### config.mk
export PLATFORM = sky130hd
export DESIGN_NAME = span_scheduler
export DESIGN_NICKNAME = d
export VERILOG_FILES = /design/src/rtl/span_scheduler.sv
export SDC_FILE = /design/constraint.sdc
export NUM_CORES = 1
export LEC_CHECK = 0
export ABC_AREA = 0
export CORE_UTILIZATION = 55
export DETAILED_ROUTE_END_ITERATION = 12
export MAX_ROUTING_LAYER = met4
export PLACE_DENSITY = 0.85
export SYNTH_ARGS = -nofsm -noshare
export SYNTH_HDL_FRONTEND = slang
export SYNTH_SLANG_ARGS = --single-unit
### constraint.sdc
create_clock -name clk -period 6.4 [get_ports clk]
set_input_delay 1.92 -clock clk [delete_from_list [all_inputs] [get_ports clk]]
set_output_delay 1.92 -clock clk [all_outputs]
set_load 0.01 [all_outputs]
### src/rtl/span_scheduler.sv
// span_scheduler: per-scanline sequencer that time-shares one square-interval evaluator across
// NSHAPE slots and streams non-empty [s,t] spans. Optional macro SPAN_CLIP_EN clips spans to H_RES.
module span_scheduler #(
    parameter int CORDW  = 10,
    parameter int NSHAPE = 8,
    parameter int COLRW  = 4,
    parameter int H_RES  = 640,
    localparam int IDXW  = $clog2(NSHAPE)
) (
    input  logic             clk,
    input  logic             rst_n,
    input  logic             cfg_we,
    input  logic [IDXW-1:0]  cfg_idx,
    input  logic             cfg_en,
    input  logic [CORDW-1:0] cfg_x0,
    input  logic [CORDW-1:0] cfg_y0,
    input  logic [CORDW-1:0] cfg_size,
    input  logic [COLRW-1:0] cfg_color,
    input  logic             line_start,
    input  logic [CORDW-1:0] line_y,
    output logic             busy,
    output logic             line_done,
    output logic             span_valid,
    input  logic             span_ready,
    output logic [CORDW-1:0] span_s,
    output logic [CORDW-1:0] span_t,
    output logic [COLRW-1:0] span_color,
    output logic [IDXW-1:0]  span_idx
);

    typedef enum logic [1:0] {
        S_IDLE = 2'd0,
        S_EVAL = 2'd1,
        S_EMIT = 2'd2,
        S_DONE = 2'd3
    } state_t;

    localparam logic [IDXW-1:0] LAST_IDX = IDXW'(NSHAPE - 1);

    state_t           r_state;
    logic [IDXW-1:0]  r_idx;
    logic [CORDW-1:0] r_y;
    logic             r_busy;
    logic             r_line_done;
    logic             r_span_valid;
    logic [CORDW-1:0] r_span_s;
    logic [CORDW-1:0] r_span_t;
    logic [COLRW-1:0] r_span_color;
    logic [IDXW-1:0]  r_span_idx;

    logic             r_en    [NSHAPE];
    logic [CORDW-1:0] r_x0    [NSHAPE];
    logic [CORDW-1:0] r_y0    [NSHAPE];
    logic [CORDW-1:0] r_size  [NSHAPE];
    logic [COLRW-1:0] r_color [NSHAPE];

    logic             w_cfg_wr;
    logic [CORDW-1:0] w_x0;
    logic [CORDW-1:0] w_y0;
    logic [CORDW-1:0] w_size;
    logic [CORDW-1:0] w_x1;
    logic [CORDW-1:0] w_y1;
    logic [CORDW-1:0] w_s;
    logic [CORDW-1:0] w_t;
    logic [CORDW-1:0] w_t_out;
    logic             w_raw_hit;
    logic             w_hit;

    assign w_cfg_wr = cfg_we && (r_state == S_IDLE);

    // Slot table: writable only while idle
    always_ff @(posedge clk or negedge rst_n) begin
        if (!rst_n) begin
            for (int i = 0; i < NSHAPE; i++) begin
                r_en[i]    <= 1'b0;
                r_x0[i]    <= '0;
                r_y0[i]    <= '0;
                r_size[i]  <= '0;
                r_color[i] <= '0;
            end
        end else if (w_cfg_wr) begin
            r_en[cfg_idx]    <= cfg_en;
            r_x0[cfg_idx]    <= cfg_x0;
            r_y0[cfg_idx]    <= cfg_y0;
            r_size[cfg_idx]  <= cfg_size;
            r_color[cfg_idx] <= cfg_color;
        end
    end

    // Square-interval evaluator; ends wrap mod 2^CORDW, an outside line yields the empty span s=1,t=0
    always_comb begin
        w_x0   = r_x0[r_idx];
        w_y0   = r_y0[r_idx];
        w_size = r_size[r_idx];
        w_x1   = w_x0 + w_size;
        w_y1   = w_y0 + w_size;
        if ((r_y >= w_y0) && (r_y <= w_y1)) begin
            w_s = w_x0;
            w_t = w_x1;
        end else begin
            w_s = CORDW'(1);
            w_t = '0;
        end
        w_raw_hit = r_en[r_idx] && (w_s <= w_t);
    end

    // Visible-width clipping of the evaluated span
    always_comb begin
        w_hit   = 1'b0;
        w_t_out = w_t;
`ifdef SPAN_CLIP_EN
        if (w_raw_hit && (int'(w_s) < H_RES)) begin
            w_hit = 1'b1;
        end else begin
            w_hit = 1'b0;
        end
        if (int'(w_t) > (H_RES - 1)) begin
            w_t_out = CORDW'(H_RES - 1);
        end else begin
            w_t_out = w_t;
        end
`else
        w_hit   = w_raw_hit;
        w_t_out = w_t;
`endif
    end

    // Line sequencer with registered handshake and status outputs
    always_ff @(posedge clk or negedge rst_n) begin
        if (!rst_n) begin
            r_state      <= S_IDLE;
            r_idx        <= '0;
            r_y          <= '0;
            r_busy       <= 1'b0;
            r_line_done  <= 1'b0;
            r_span_valid <= 1'b0;
            r_span_s     <= '0;
            r_span_t     <= '0;
            r_span_color <= '0;
            r_span_idx   <= '0;
        end else begin
            case (r_state)
                S_IDLE: begin
                    r_line_done <= 1'b0;
                    if (line_start) begin
                        r_y     <= line_y;
                        r_idx   <= '0;
                        r_busy  <= 1'b1;
                        r_state <= S_EVAL;
                    end
                end
                S_EVAL: begin
                    if (w_hit) begin
                        r_span_s     <= w_s;
                        r_span_t     <= w_t_out;
                        r_span_color <= r_color[r_idx];
                        r_span_idx   <= r_idx;
                        r_span_valid <= 1'b1;
                        r_state      <= S_EMIT;
                    end else if (r_idx == LAST_IDX) begin
                        r_line_done <= 1'b1;
                        r_state     <= S_DONE;
                    end else begin
                        r_idx <= r_idx + IDXW'(1);
                    end
                end
                S_EMIT: begin
                    if (span_ready) begin
                        r_span_valid <= 1'b0;
                        if (r_idx == LAST_IDX) begin
                            r_line_done <= 1'b1;
                            r_state     <= S_DONE;
                        end else begin
                            r_idx   <= r_idx + IDXW'(1);
                            r_state <= S_EVAL;
                        end
                    end
                end
                S_DONE: begin
                    r_line_done <= 1'b0;
                    r_busy      <= 1'b0;
                    r_state     <= S_IDLE;
                end
                default: begin
                    r_line_done  <= 1'b0;
                    r_busy       <= 1'b0;
                    r_span_valid <= 1'b0;
                    r_state      <= S_IDLE;
                end
            endcase
        end
    end

    assign busy       = r_busy;
    assign line_done  = r_line_done;
    assign span_valid = r_span_valid;
    assign span_s     = r_span_s;
    assign span_t     = r_span_t;
    assign span_color = r_span_color;
    assign span_idx   = r_span_idx;

endmodule
==> impl_metrics.env <==
export IMPL_status="complete, no violations"
export IMPL_grt_max_degree=99
export IMPL_coreArea_sq_um=28600
export IMPL_synthDistinctLibCells=50
export IMPL_drc_errors=0
export IMPL_cts_sinks=325
export IMPL_cp_start_kind="flop"
export IMPL_setup_viol=0
export IMPL_die_area_sq_um=29800
export IMPL_period_minus_slack_ns=6.30
export IMPL_critPathRequiredTime_ns=6.79
export IMPL_drt_pass1_iter_count=7
export IMPL_slew_viol_final=0
export IMPL_wirelength_um=37800
export IMPL_syn2layout_area_growth_pct=16.4
export IMPL_numPortBuffers=82
export IMPL_syn_area_sq_um=16000
export IMPL_crit_type="flop to flop"
export IMPL_start_util_pct=55.9
export IMPL_avgSynthCellArea_sq_um=14.0
export IMPL_die_h_um=173
export IMPL_grt_overflow_total=0
export IMPL_finalClockSkew_ns=0.0166
export IMPL_crit_arrival_ns=6.69
export IMPL_yosysWarningCount=0
export IMPL_cts_buffers=34
export IMPL_tightestPinTransition_ns=1.00
export IMPL_synth_edf_count=0
export IMPL_n_antenna_cell=0
export IMPL_use_met1_pct=35.4
export IMPL_cts_htree_levels=2
export IMPL_crit_family="compound AO/OA/AOI/OAI gates"
export IMPL_crit_path_end_kind="flop"
export IMPL_finalHoldViolCount=0
export IMPL_wl_per_cell_um=22.9
export IMPL_grt_pass1_wl_um=60700
export IMPL_globalplace_congestion=1.03
export IMPL_grt_use_total_pct=27.0
export IMPL_max_cap_violations=0
export IMPL_layout_nets=1352
export IMPL_period_share_pct=98.5
export IMPL_grt_setup_unrepaired="yes"
export IMPL_antenna_left=0
export IMPL_drive_gt1_share_pct=30.0
export IMPL_via_per_inst=6.11
export IMPL_hpwl_um=24100
export IMPL_ys_flop_type="dfrtp_1"
export IMPL_relSlewSlack_pct=32.9
export IMPL_cts_tree="done"
export IMPL_clkTransAtPathRegs_ns=0.06
export IMPL_synthCells=1142
export IMPL_max_stage_delay_ns=0.52
export IMPL_synth_nets=1251
export IMPL_vias=10100
export IMPL_ys_seq_area_share_pct=50.8
export IMPL_dr_first_iter_drc_count=712
export IMPL_met3_usage_pct=4.64
export IMPL_critPathBufInv=4
export IMPL_critPathMaxFanout=14
export IMPL_ys_ff_latch=325
export IMPL_fp_row_count=62
export IMPL_die_x_um=173
export IMPL_gr_usage_met2_pct=42.4
export IMPL_grt_pass1_vias=10800
export IMPL_grt_busiest_layer="met2"
export IMPL_pin_count=83
export IMPL_finish_utilization_pct=65.0
export IMPL_worstHoldPathType="flop to flop"
export IMPL_antenna_found_initial=0
export IMPL_async_flop_share_pct=100
export IMPL_clock_path_buffers=3
export IMPL_slowest_stage="dfrtp_4"
export IMPL_clockRootBuffer="clkbuf_16"
export IMPL_insertion_delay_ns=0.52
export IMPL_cts_hold_buf=0
export IMPL_fmax_mhz=159
-- cell families after synthesis --
logic type | after synthesis | share of synthesized area [%]
multiplexers | 385 | 32.0
AO/OA/AOI/OAI | 91 | 3.76
flip-flops | 325 | 50.8
AND/OR/NAND/NOR | 169 | 4.84
XOR/XNOR | 24 | 1.31
buffers and inverters | 92 | 2.75
adder cells (fa/ha/maj) | 56 | 4.47
-- through the flow --
step	area, sq um	TNS (ns)	hold slack, ns	worst slack (ns)	cells
global route	18600	-2.14	0.496	-0.137	1650
global placement	17300	0	0.463	0.243	1581
CTS	18500	0	0.488	0.0727	1640
detailed placement	17300	0	0.471	0.0220	1581
finish	18600	0	0.481	0.0984	1650
floorplan	16000	0	0.453	0.295	1142
-- placed cells by master (no fill, tap or decap), drive strengths merged, types with 2 or more instances in the layout --
master         instances
dfrtp                325
mux2                 293
nand2                 86
clkdlybuf4s50         81
mux4                  72
ha                    54
clkbuf                46
buf                   41
inv                   34
nor2                  30
o21ai                 22
mux2i                 20
a21oi                 18
o31ai                 18
xnor2                 13
xor2                  11
and2                  11
nand2b                10
a211oi                10
or2                    9
clkinv                 7
o211ai                 5
a21o                   5
nand4                  4
or3                    4
nand3                  3
nand3b                 3
bufinv                 3
clkinvlp               3
o21bai                 3
and3                   3
nor3                   3
nor2b                  2
a31oi                  2
fa                     2
-- layout make-up --
class,count,area [sq um]
fill,1926,10000
sequential,325,8140
multi-input combinational,726,7540
timing repair buffer,122,1190
clock buffer,46,977
tap,384,480
clock inverter,13,170
inverter,34,128
-- per-layer routing --
metal  vias up  wire (um)
met4         0       1280
met2       314      18600
met3        86       2100
met5         -          0
met1      5294      15800
li1       4390          -
-- what timing repair did --
item / CTS / global route
cloned: 0 / 1
setup endpoints to repair: 4 / 34
resized for setup: 1 / 15
endpoints found under the hold margin: 0 / 0
pin swaps: 0 / 5
setup buffers: 0 / 9
-- registers in the layout, indices dropped and copies added (netlist names), 4 cells and up --
| register | count |
|---|---|
| r_x0 | 80 |
| span_s | 10 |
| r_y0 | 80 |
| span_color | 4 |
| r_size | 80 |
| span_t | 10 |
| r_y | 10 |
| r_color | 32 |
| r_en | 8 |
-- cells in the mapped netlist, drive strengths merged, types with 8 or more instances --
library cell	n	share of area, %
dfrtp	325	51
mux4	72	10
ha	54	4.2
mux2i	20	1.3
inv	34	0.80
nor2	30	0.70
o21ai	22	0.69
buf	50	1.8
nand2b	10	0.39
or2	9	0.35
xnor2	13	0.71
and2	11	0.43
a211oi	10	0.47
a21oi	18	0.56
mux2	293	21
xor2	11	0.60
nand2	86	2.0
clkbuf	8	0.19
o31ai	18	0.84
-- path summary, 6_finish.rpt --
| check | slack [ns] | endpoint | from | cells after the start |
|---|---|---|---|---|
| worst max-delay path | 0.1 | r_idx[0]$_DFFE_PN0P_ | r_idx[0]$_DFFE_PN0P_ | 27 |
| worst min-delay path | 0.48 | r_x0[47]$_DFFE_PN0P_ | r_x0[47]$_DFFE_PN0P_ | 1 |
| worst max register to register | 0.1 | r_idx[0]$_DFFE_PN0P_ | r_idx[0]$_DFFE_PN0P_ | 27 |
| worst min register to register | 0.48 | r_x0[47]$_DFFE_PN0P_ | r_x0[47]$_DFFE_PN0P_ | 1 |
| max in group asynchronous | 3.75 | r_y0[11]$_DFFE_PN0P_ | rst_n | 2 |
| min in group asynchronous | 1.42 | r_x0[57]$_DFFE_PN0P_ | rst_n | 1 |
Power is not shown: default switching activity piles up to over one toggle a cycle in this logic, so the estimate is an artifact.
